===== config.mk =====
export PLATFORM = sky130hd
export DESIGN_NAME = pipe_hazard_ctrl
export DESIGN_NICKNAME = d
export VERILOG_FILES = /design/src/rtl/pipe_hazard_ctrl.sv
export SDC_FILE = /design/constraint.sdc
export NUM_CORES = 1
export LEC_CHECK = 0
export CAP_MARGIN = 20
export CORE_ASPECT_RATIO = 2
export CORE_UTILIZATION = 31
export CTS_BUF_LIST = sky130_fd_sc_hd__clkbuf_16
export CTS_CLUSTER_DIAMETER = 60
export DETAILED_ROUTE_END_ITERATION = 10
export MAX_ROUTING_LAYER = met4
export PLACE_DENSITY_LB_ADDON = 0.12
export SLEW_MARGIN = 20
export SYNTH_ARGS = -nofsm -noshare
export SYNTH_HDL_FRONTEND = slang
export SYNTH_SLANG_ARGS = --single-unit

===== constraint.sdc =====
create_clock -name clk -period 2 [get_ports clk]
set_input_delay 0.2 -clock clk [delete_from_list [all_inputs] [get_ports clk]]
set_output_delay 0.2 -clock clk [all_outputs]
set_load 0.005 [all_outputs]

===== src/rtl/pipe_hazard_ctrl.sv =====
// Stall/flush sequencer for the 5-stage pipeline: operand-demand vs producer-
// supply hazard detection, mult/div occupancy tracking, and an exception/ERET
// redirect FSM that clears the FD/DE/ExMem registers and steers the PC.
module pipe_hazard_ctrl #(
  parameter int unsigned MULT_LAT = 5,
  parameter int unsigned DIV_LAT  = 10,
  parameter logic [31:0] HANDLER  = 32'h0000_4180
) (
  input  logic        clk,
  input  logic        reset,
  input  logic [4:0]  grfRa1_D,
  input  logic [4:0]  grfRa2_D,
  input  logic        ifReGrf1_D,
  input  logic        ifReGrf2_D,
  input  logic [4:0]  tUseRs_D,
  input  logic [4:0]  tUseRt_D,
  input  logic [4:0]  grfWa_Ex,
  input  logic [4:0]  grfWa_Mem,
  input  logic        ifWrGrf_Ex,
  input  logic        ifWrGrf_Mem,
  input  logic [4:0]  tNew_Ex,
  input  logic [4:0]  tNew_Mem,
  input  logic        mdUse_D,
  input  logic        mdStart_Ex,
  input  logic        mdIsDiv_Ex,
  input  logic        excReq_Mem,
  input  logic        eret_Mem,
  input  logic [31:0] epc,
  output logic        stall_F,
  output logic        stall_D,
  output logic        flush_D,
  output logic        flush_Ex,
  output logic        flush_Mem,
  output logic        redirect,
  output logic [31:0] redirectPc,
  output logic        mdBusy
);

  localparam int unsigned MAXLAT = (DIV_LAT > MULT_LAT) ? DIV_LAT : MULT_LAT;
  localparam int unsigned CW     = $clog2(MAXLAT + 1);

  typedef enum logic [0:0] {RUN, REDIR} state_t;

  state_t        state_q, state_d;
  logic [CW-1:0] mdCnt_q, mdCnt_d;

  logic stallRs, stallRt, stallMd, stall;
  logic kill, mdStartEff, mdBusyInt;

  // Hazard detection, kill decode and md occupancy.
  always_comb begin
    stallRs = ifReGrf1_D && (grfRa1_D != 5'd0) &&
              ((ifWrGrf_Ex  && (grfWa_Ex  == grfRa1_D) && (tNew_Ex  > tUseRs_D)) ||
               (ifWrGrf_Mem && (grfWa_Mem == grfRa1_D) && (tNew_Mem > tUseRs_D)));
    stallRt = ifReGrf2_D && (grfRa2_D != 5'd0) &&
              ((ifWrGrf_Ex  && (grfWa_Ex  == grfRa2_D) && (tNew_Ex  > tUseRt_D)) ||
               (ifWrGrf_Mem && (grfWa_Mem == grfRa2_D) && (tNew_Mem > tUseRt_D)));
    kill       = (state_q == RUN) && (excReq_Mem || eret_Mem);
    mdStartEff = mdStart_Ex && !kill;
    mdBusyInt  = (mdCnt_q != '0) || mdStartEff;
    stallMd    = mdUse_D && mdBusyInt;
    stall      = stallRs || stallRt || stallMd;
  end

  // Output generation: kill overrides stall; everything is held low in reset.
  always_comb begin
    stall_F    = 1'b0;
    stall_D    = 1'b0;
    flush_D    = 1'b0;
    flush_Ex   = 1'b0;
    flush_Mem  = 1'b0;
    redirect   = 1'b0;
    redirectPc = '0;
    mdBusy     = 1'b0;
    if (!reset) begin
      mdBusy = mdBusyInt;
      if (kill) begin
        flush_D    = 1'b1;
        flush_Ex   = 1'b1;
        flush_Mem  = 1'b1;
        redirect   = 1'b1;
        redirectPc = excReq_Mem ? HANDLER : epc;
      end else if (stall) begin
        stall_F  = 1'b1;
        stall_D  = 1'b1;
        flush_Ex = 1'b1;
      end
    end
  end

  // Next-state for the redirect FSM and the md busy counter.
  always_comb begin
    state_d = state_q;
    case (state_q)
      RUN:     if (kill) state_d = REDIR;
      REDIR:   state_d = RUN;
      default: state_d = RUN;
    endcase

    mdCnt_d = mdCnt_q;
    if (mdStartEff)
      mdCnt_d = mdIsDiv_Ex ? CW'(DIV_LAT) : CW'(MULT_LAT);
    else if (mdCnt_q != '0)
      mdCnt_d = mdCnt_q - CW'(1);
  end

  // State and counter registers with synchronous reset.
  always_ff @(posedge clk) begin
    if (reset) begin
      state_q <= RUN;
      mdCnt_q <= '0;
    end else begin
      state_q <= state_d;
      mdCnt_q <= mdCnt_d;
    end
  end

endmodule


==> impl_metrics.json, run 1 <==
{
  "min_path_type": "in2reg",
  "worst_hold_slack_ns": 0.421,
  "timing_hold_violations_final": 0,
  "hold_path_depth": 3,
  "die_height_um": 94.1,
  "numCtsBuffers": 3,
  "gpl.final_weighted_congestion": 0.784,
  "clock_tree.buffer_depth": 2,
  "critical_path.startpoint_type": "input port",
  "tightest_slew_ns": 0.270,
  "nets": 409,
  "run_status": "completed",
  "setup_viol": 0,
  "drt_via_density": 4.77,
  "io_buffers": 121,
  "static-leakage-power_nw": 1.28,
  "min_period_over_period_pct": 96.1,
  "clock.fmax_mhz": 520,
  "r2r.worst_path.cells": 7,
  "synth-warning-count": 0,
  "fraction_of_the_yosys_area_taken_by_sequential_cells_pct": 7.61,
  "powerDensity_nw_per_um2": 434,
  "drv_slew": 0,
  "floorplan.die_area_um2": 4520,
  "detail_route.wirelength_um": 5240,
  "start_util_pct": 32.2,
  "final_common_cell": "clkdlybuf4s50_1",
  "detailedRoute.firstPassIterationCount": 4,
  "route.detailed.drc": 0,
  "synthesis.area_um2": 1320,
  "slew_headroom_pct": 81.8,
  "num_antenna_cells": 0,
  "core_area_um2": 4090,
  "first_iter_violations": 12,
  "grt_use_total_pct": 22.7,
  "worstPathMaxFanout": 2,
  "layout-area-overhead-vs-synth_pct": 124,
  "ioPinCount": 122,
  "htree_num_levels": 1,
  "worst-endpoint-arrival_ns": 1.72,
  "die_w_um": 48.1,
  "final_period_minus_worst_setup_slack_ns": 1.92,
  "placement.setup.worst_slack_ns": -0.821,
  "total_overflow_reported_by_the_global_router": 0,
  "max_cap_violations": 0,
  "final.setup_skew_ns": 0.000232,
  "drt.antenna.violating_nets": 0,
  "setup_repair_after_global_routing_missed_its_margin": "true",
  "synth.net_count": 273,
  "wl_per_cell_um": 14.7,
  "yosys_register_bits": 5,
  "commonest_cells_after_routing_fill_and_taps_aside": "clkdlybuf4s50_1, and2_1, dlygate4sd2_1",
  "dr_vias": 1694,
  "pin_count_of_the_biggest_net_entering_global_routing": 30,
  "timing.critical_path.to_type": "primary output",
  "synth_cell_type_count": 38,
  "final_layout_size_suffix_gt1_share_pct": 27.7,
  "grt_first_pass_wirelength_um": 7160,
  "grt_antenna_before_repair": 0,
  "timing_worst_setup_path_type": "in2out",
  "dp.final_hpwl_um": 4230,
  "fillCellCount": 324,
  "ir_worst_vdd_mv": 0.750,
  "timing.final.ws_setup_ns": 0.0770,
  "synth.avg_cell_area_um2": 7.83,
  "cts_tree": "built",
  "core.rowCount": 33,
  "ctsRootBufferMaster": "clkbuf_16",
  "grt_pass1_vias": 1662,
  "clkSinkCount": 5,
  "cts_hold_repair.buffers": 0,
  "worst_ep_required_time_ns": 1.80,
  "syn_inst": 168,
  "timing.setup.tns_ns": 0,
  "cts.reportedPaths.clkPinSlew_ns": 0.03,
  "clkLatencyLatePin_ns": 0.23
}
==> cell families (layout without fill, tap and decap cells) <==
logic type / Yosys count / in the layout / synth area share, %
xor+xnor: 23 / 23 / 15.3
flops: 5 / 5 / 7.61
buf+inv: 21 / 156 / 7.23
simple gates: 66 / 66 / 30.2
fa+ha+maj: 22 / 22 / 20.9
compound gates: 31 / 31 / 18.7
==> where the power goes <==
group	internal [mW]	switching [mW]	total, mW
clock	0.261	0.0693	0.331
combinational	0.462	0.325	0.786
sequential	0.136	0.0271	0.163
total	0.859	0.421	1.28
==> state kept, by name, summed over array words and instances, names as in the netlist <==
signal / count
mdCnt_q: 4
state_q: 1
==> worst max-delay path, stage by stage <==
cell      delay [ns]
buf_4           0.14
ha_4            0.23
and4_4          0.18
nor2b_4         0.12
o311a_1         0.35
o221ai_2        0.22
a31oi_1         0.14
buf_2           0.15
==> cell usage after synthesis, drive strengths merged <==
cell    number  area share, %
and2        30             14
ha          22             21
inv         14            4.0
xnor2       13            8.7
xor2        10            6.7
nand2        9            2.6
a21oi        8            3.0
buf          5            2.7
dfxtp        5            7.6
nand3        5            1.9
nor2         5            1.4
a211oi       4            2.7
nor2b        4            2.5
nor3         3            1.1
o211ai       3            1.7
o21a         3            1.7
o21bai       3            2.6
a21boi       2            1.1
a21o         2            1.1
and4         2            1.5
clkbuf       2           0.57
nand4        2           0.95
nor4         2            1.4
o311a        2            1.5
a31oi        1           0.48
a41oi        1            1.2
and3         1           0.48
nand2b       1           0.48
nor3b        1           0.95
o21ai        1           0.38
o221ai       1            1.1
or4          1           0.57
==> routing by layer <==
| metal | GRT usage [%] | routed length [um] | vias to the layer above |
|---|---|---|---|
| met3 | 1.92 | 235 | 5 |
| li1 | - | - | 850 |
| met5 | - | 0 | - |
| met2 | 45.6 | 3220 | 62 |
| met4 | 6.71 | 57 | 0 |
| met1 | 19.6 | 1720 | 777 |
==> path summary, 6_finish.rpt <==
path	start	end	slack [ns]
setup / recovery	tNew_Mem[2]	stall_F	0.08
hold / removal	reset	mdCnt_q[1]	0.42
setup reg to reg	mdCnt_q[0]	mdCnt_q[2]	0.58
hold reg to reg	mdCnt_q[1]	mdCnt_q[1]	0.60
==> repair_timing <==
item	4_1_cts	5_1_grt
setup endpoints to repair	36	9
pin swaps	23	14
setup buffers	1	0
gates cloned	0	0
endpoints found under the hold margin	0	0
gates resized for setup	106	41
==> cell type report <==
class	count	area (um2)	area share, %
clock buffers	3	75.1	2.55
clock inverters	1	5.00	0.170
inverters	14	62.6	2.12
multi-input cells	142	1370	46.4
flip-flops and latches	5	100	3.40
well taps	52	65.1	2.21
repair buffers	138	1270	43.1
==> metrics by stage <==
step                      cells  instance area, um2  total power [mW]  utilization, %
after floorplan             168                1320             0.522               -
after global placement      351                2690             0.895            65.9
after detailed placement    351                2690             0.905            65.9
after CTS                   355                2900              1.27            70.8
after global routing        355                2950              1.38            72.1
final                       355                2950              1.28            72.1
Note: power is estimated with default switching activity, not from simulation.
==> run 2: changes to the inputs <==
--- a/config.mk
+++ b/config.mk
@@ -5,7 +5,8 @@
 export SDC_FILE = /design/constraint.sdc
 export NUM_CORES = 1
 export LEC_CHECK = 0
-export CAP_MARGIN = 20
+export ABC_CLOCK_PERIOD_IN_PS = 2000
+export CAP_MARGIN = 10
 export CORE_ASPECT_RATIO = 2
 export CORE_UTILIZATION = 31
 export CTS_BUF_LIST = sky130_fd_sc_hd__clkbuf_16
==> results of run 2 <==
No change in the layout: final DEF, timing and power equal those of run 1.
==> run 3: changes to the inputs <==
--- a/config.mk
+++ b/config.mk
@@ -8,12 +8,13 @@
 export ABC_CLOCK_PERIOD_IN_PS = 2000
 export CAP_MARGIN = 10
 export CORE_ASPECT_RATIO = 2
+export CORE_MARGIN = 3
 export CORE_UTILIZATION = 31
 export CTS_BUF_LIST = sky130_fd_sc_hd__clkbuf_16
 export CTS_CLUSTER_DIAMETER = 60
 export DETAILED_ROUTE_END_ITERATION = 10
 export MAX_ROUTING_LAYER = met4
-export PLACE_DENSITY_LB_ADDON = 0.12
+export PLACE_DENSITY = 0.86
 export SLEW_MARGIN = 20
 export SYNTH_ARGS = -nofsm -noshare
 export SYNTH_HDL_FRONTEND = slang
==> impl_metrics.json, run 3 (synthesized netlist as in run 1, its figures left out) <==
{
  "run_status": "finished, violations left",
  "violations_in_the_final_reports": "negative setup slack",
  "final_common_cell": "clkdlybuf4s50_1",
  "timing.hold.worst_endpoint": "state_q",
  "total_overflow_reported_by_the_global_router": 0,
  "grt_antenna_before_repair": 0,
  "swShare_pct": 34.0,
  "worst_hold_slack_ns": 0.485,
  "timing_hold_violations_final": 0,
  "floorplan.die_area_um2": 5110,
  "final_layout_size_suffix_gt1_share_pct": 30.2,
  "r2r.worst_path.cells": 7,
  "setup_viol": 2,
  "finalCoreUtilization_pct": 77.2,
  "io_buffers": 121,
  "drv_slew": 0,
  "htree_num_levels": 1,
  "timing.final.ws_setup_ns": -0.0429,
  "wl_per_cell_um": 17.1,
  "final_period_minus_worst_setup_slack_ns": 2.04,
  "timing.critical_path.to_type": "primary output",
  "power.total_mw": 1.33,
  "timing_worst_setup_path_type": "in2out",
  "clkSinkCount": 5,
  "powerDensity_nw_per_um2": 433,
  "ir_worst_vdd_mv": 0.864,
  "drt_via_density": 4.84,
  "cell_internal_pwr_uw": 875,
  "first_iter_violations": 7,
  "power.switching_uw": 451,
  "grt_first_pass_wirelength_um": 8980,
  "static-leakage-power_nw": 1.39,
  "largest_registers": "mdCnt_q: 4 flops, state_q: 1 flops",
  "dr_vias": 1723,
  "dp.final_hpwl_um": 4640,
  "final.setup_skew_ns": 0.00183,
  "setup_repair_after_global_routing_missed_its_margin": "true",
  "grt_pass1_vias": 1947,
  "critical_path.startpoint_type": "input port",
  "tightest_slew_ns": 0.320,
  "clock_tree.buffer_depth": 2,
  "clockPowerShare_pct": 24.7,
  "worst-r2r-setup-slack_ns": 0.59,
  "clock.fmax_mhz": 490,
  "route.detailed.drc": 0,
  "layout-area-overhead-vs-synth_pct": 133,
  "core.rowCount": 32,
  "gpl.final_weighted_congestion": 0.940,
  "detailedRoute.firstPassIterationCount": 4,
  "largest_reg_flops": 4,
  "min_path_type": "in2reg",
  "pin_count_of_the_biggest_net_entering_global_routing": 16,
  "min_period_over_period_pct": 102,
  "hold_start": "excReq_Mem",
  "start_util_pct": 33.2,
  "slew_headroom_pct": 78.6,
  "r2r_start": "mdCnt_q[0]",
  "nets": 411,
  "num_antenna_cells": 0,
  "die_height_um": 98.1,
  "combPwrFrac_pct": 62.7,
  "p_seq_share_pct": 12.6,
  "worst-endpoint-arrival_ns": 1.84,
  "clkLatencyLatePin_ns": 0.23,
  "drt.antenna.violating_nets": 0,
  "die_w_um": 52.1,
  "worstPathMaxFanout": 2,
  "numCtsBuffers": 3,
  "core_area_um2": 3960,
  "max_cap_violations": 0,
  "ioPinCount": 122,
  "cts.reportedPaths.clkPinSlew_ns": 0.03,
  "largest-register": "mdCnt_q",
  "timing.rr.end": "mdCnt_q[1]",
  "worst_ep_required_time_ns": 1.80,
  "ctsRootBufferMaster": "clkbuf_16",
  "detail_route.wirelength_um": 6100,
  "cts_tree": "built",
  "placement.setup.worst_slack_ns": -0.822,
  "hold_path_depth": 4,
  "commonest_cells_after_routing_fill_and_taps_aside": "clkdlybuf4s50_1, and2_1, dlygate4sd2_1",
  "timing.setup.tns_ns": -0.0470,
  "grt_use_total_pct": 23.9
}
==> run 3: worst max-delay path by stage <==
stage | start | endpoint | cells after the start
5_1_grt | tNew_Mem[1] | stall_F | 9
3_5_place_dp | tUseRt_D[3] | stall_F | 9
4_1_cts | tUseRt_D[4] | stall_F | 10
2_1_floorplan | tUseRt_D[3] | stall_F | 8
3_3_place_gp | tUseRt_D[3] | stall_F | 9
6_report | tNew_Mem[1] | stall_F | 9
==> run 3: per-stage QoR <==
step / cells / area, um2
2_1_floorplan: 168 / 1320
3_3_place_gp: 346 / 2660
3_5_place_dp: 346 / 2660
4_1_cts: 355 / 3010
5_1_grt: 356 / 3060
6_report: 356 / 3060
==> run 3: critical path, stage by stage <==
cell,delay (ns)
buf_2,0.15
ha_4,0.21
and4_4,0.18
nor2b_4,0.12
o311a_1,0.34
o221ai_2,0.23
a31oi_2,0.14
buf_4,0.17
buf_6,0.10
==> run 3: power groups by stage <==
| stage | Sequential, mW | Combinational [mW] | Clock [mW] |
|---|---|---|---|
| global route | 0.171 | 0.910 | 0.334 |
| finish | 0.168 | 0.831 | 0.327 |
| detailed placement | 0.167 | 0.740 | 0 |
| global placement | 0.165 | 0.715 | 0 |
| floorplan | 0.160 | 0.362 | 0 |
| CTS | 0.166 | 0.809 | 0.330 |
==> run 3: cell type report <==
type / instances / area (um2)
clock buffers: 3 / 75.1
clock inverters: 1 / 3.75
fillers: 287 / 902
inverters: 14 / 72.6
multi-input cells: 142 / 1400
flip-flops and latches: 5 / 100
well taps: 51 / 63.8
repair buffers: 140 / 1340
==> run 3: what timing repair did <==
action / CTS / global route
resized for setup: 139 / 39
endpoints found under the setup margin: 39 / 12
gates cloned: 1 / 0
pin swaps: 29 / 20
hold buffers: 0 / 0
setup buffers: 4 / 1
==> run 3: layer usage <==
layer	up-vias	part of all wire, %	track usage [%]	wire length (um)
met5	-	0	-	0
met4	0	2.6	8.08	157
met3	16	5.7	5.65	348
met2	75	57	44.2	3470
met1	779	35	22.9	2120
li1	853	-	-	-
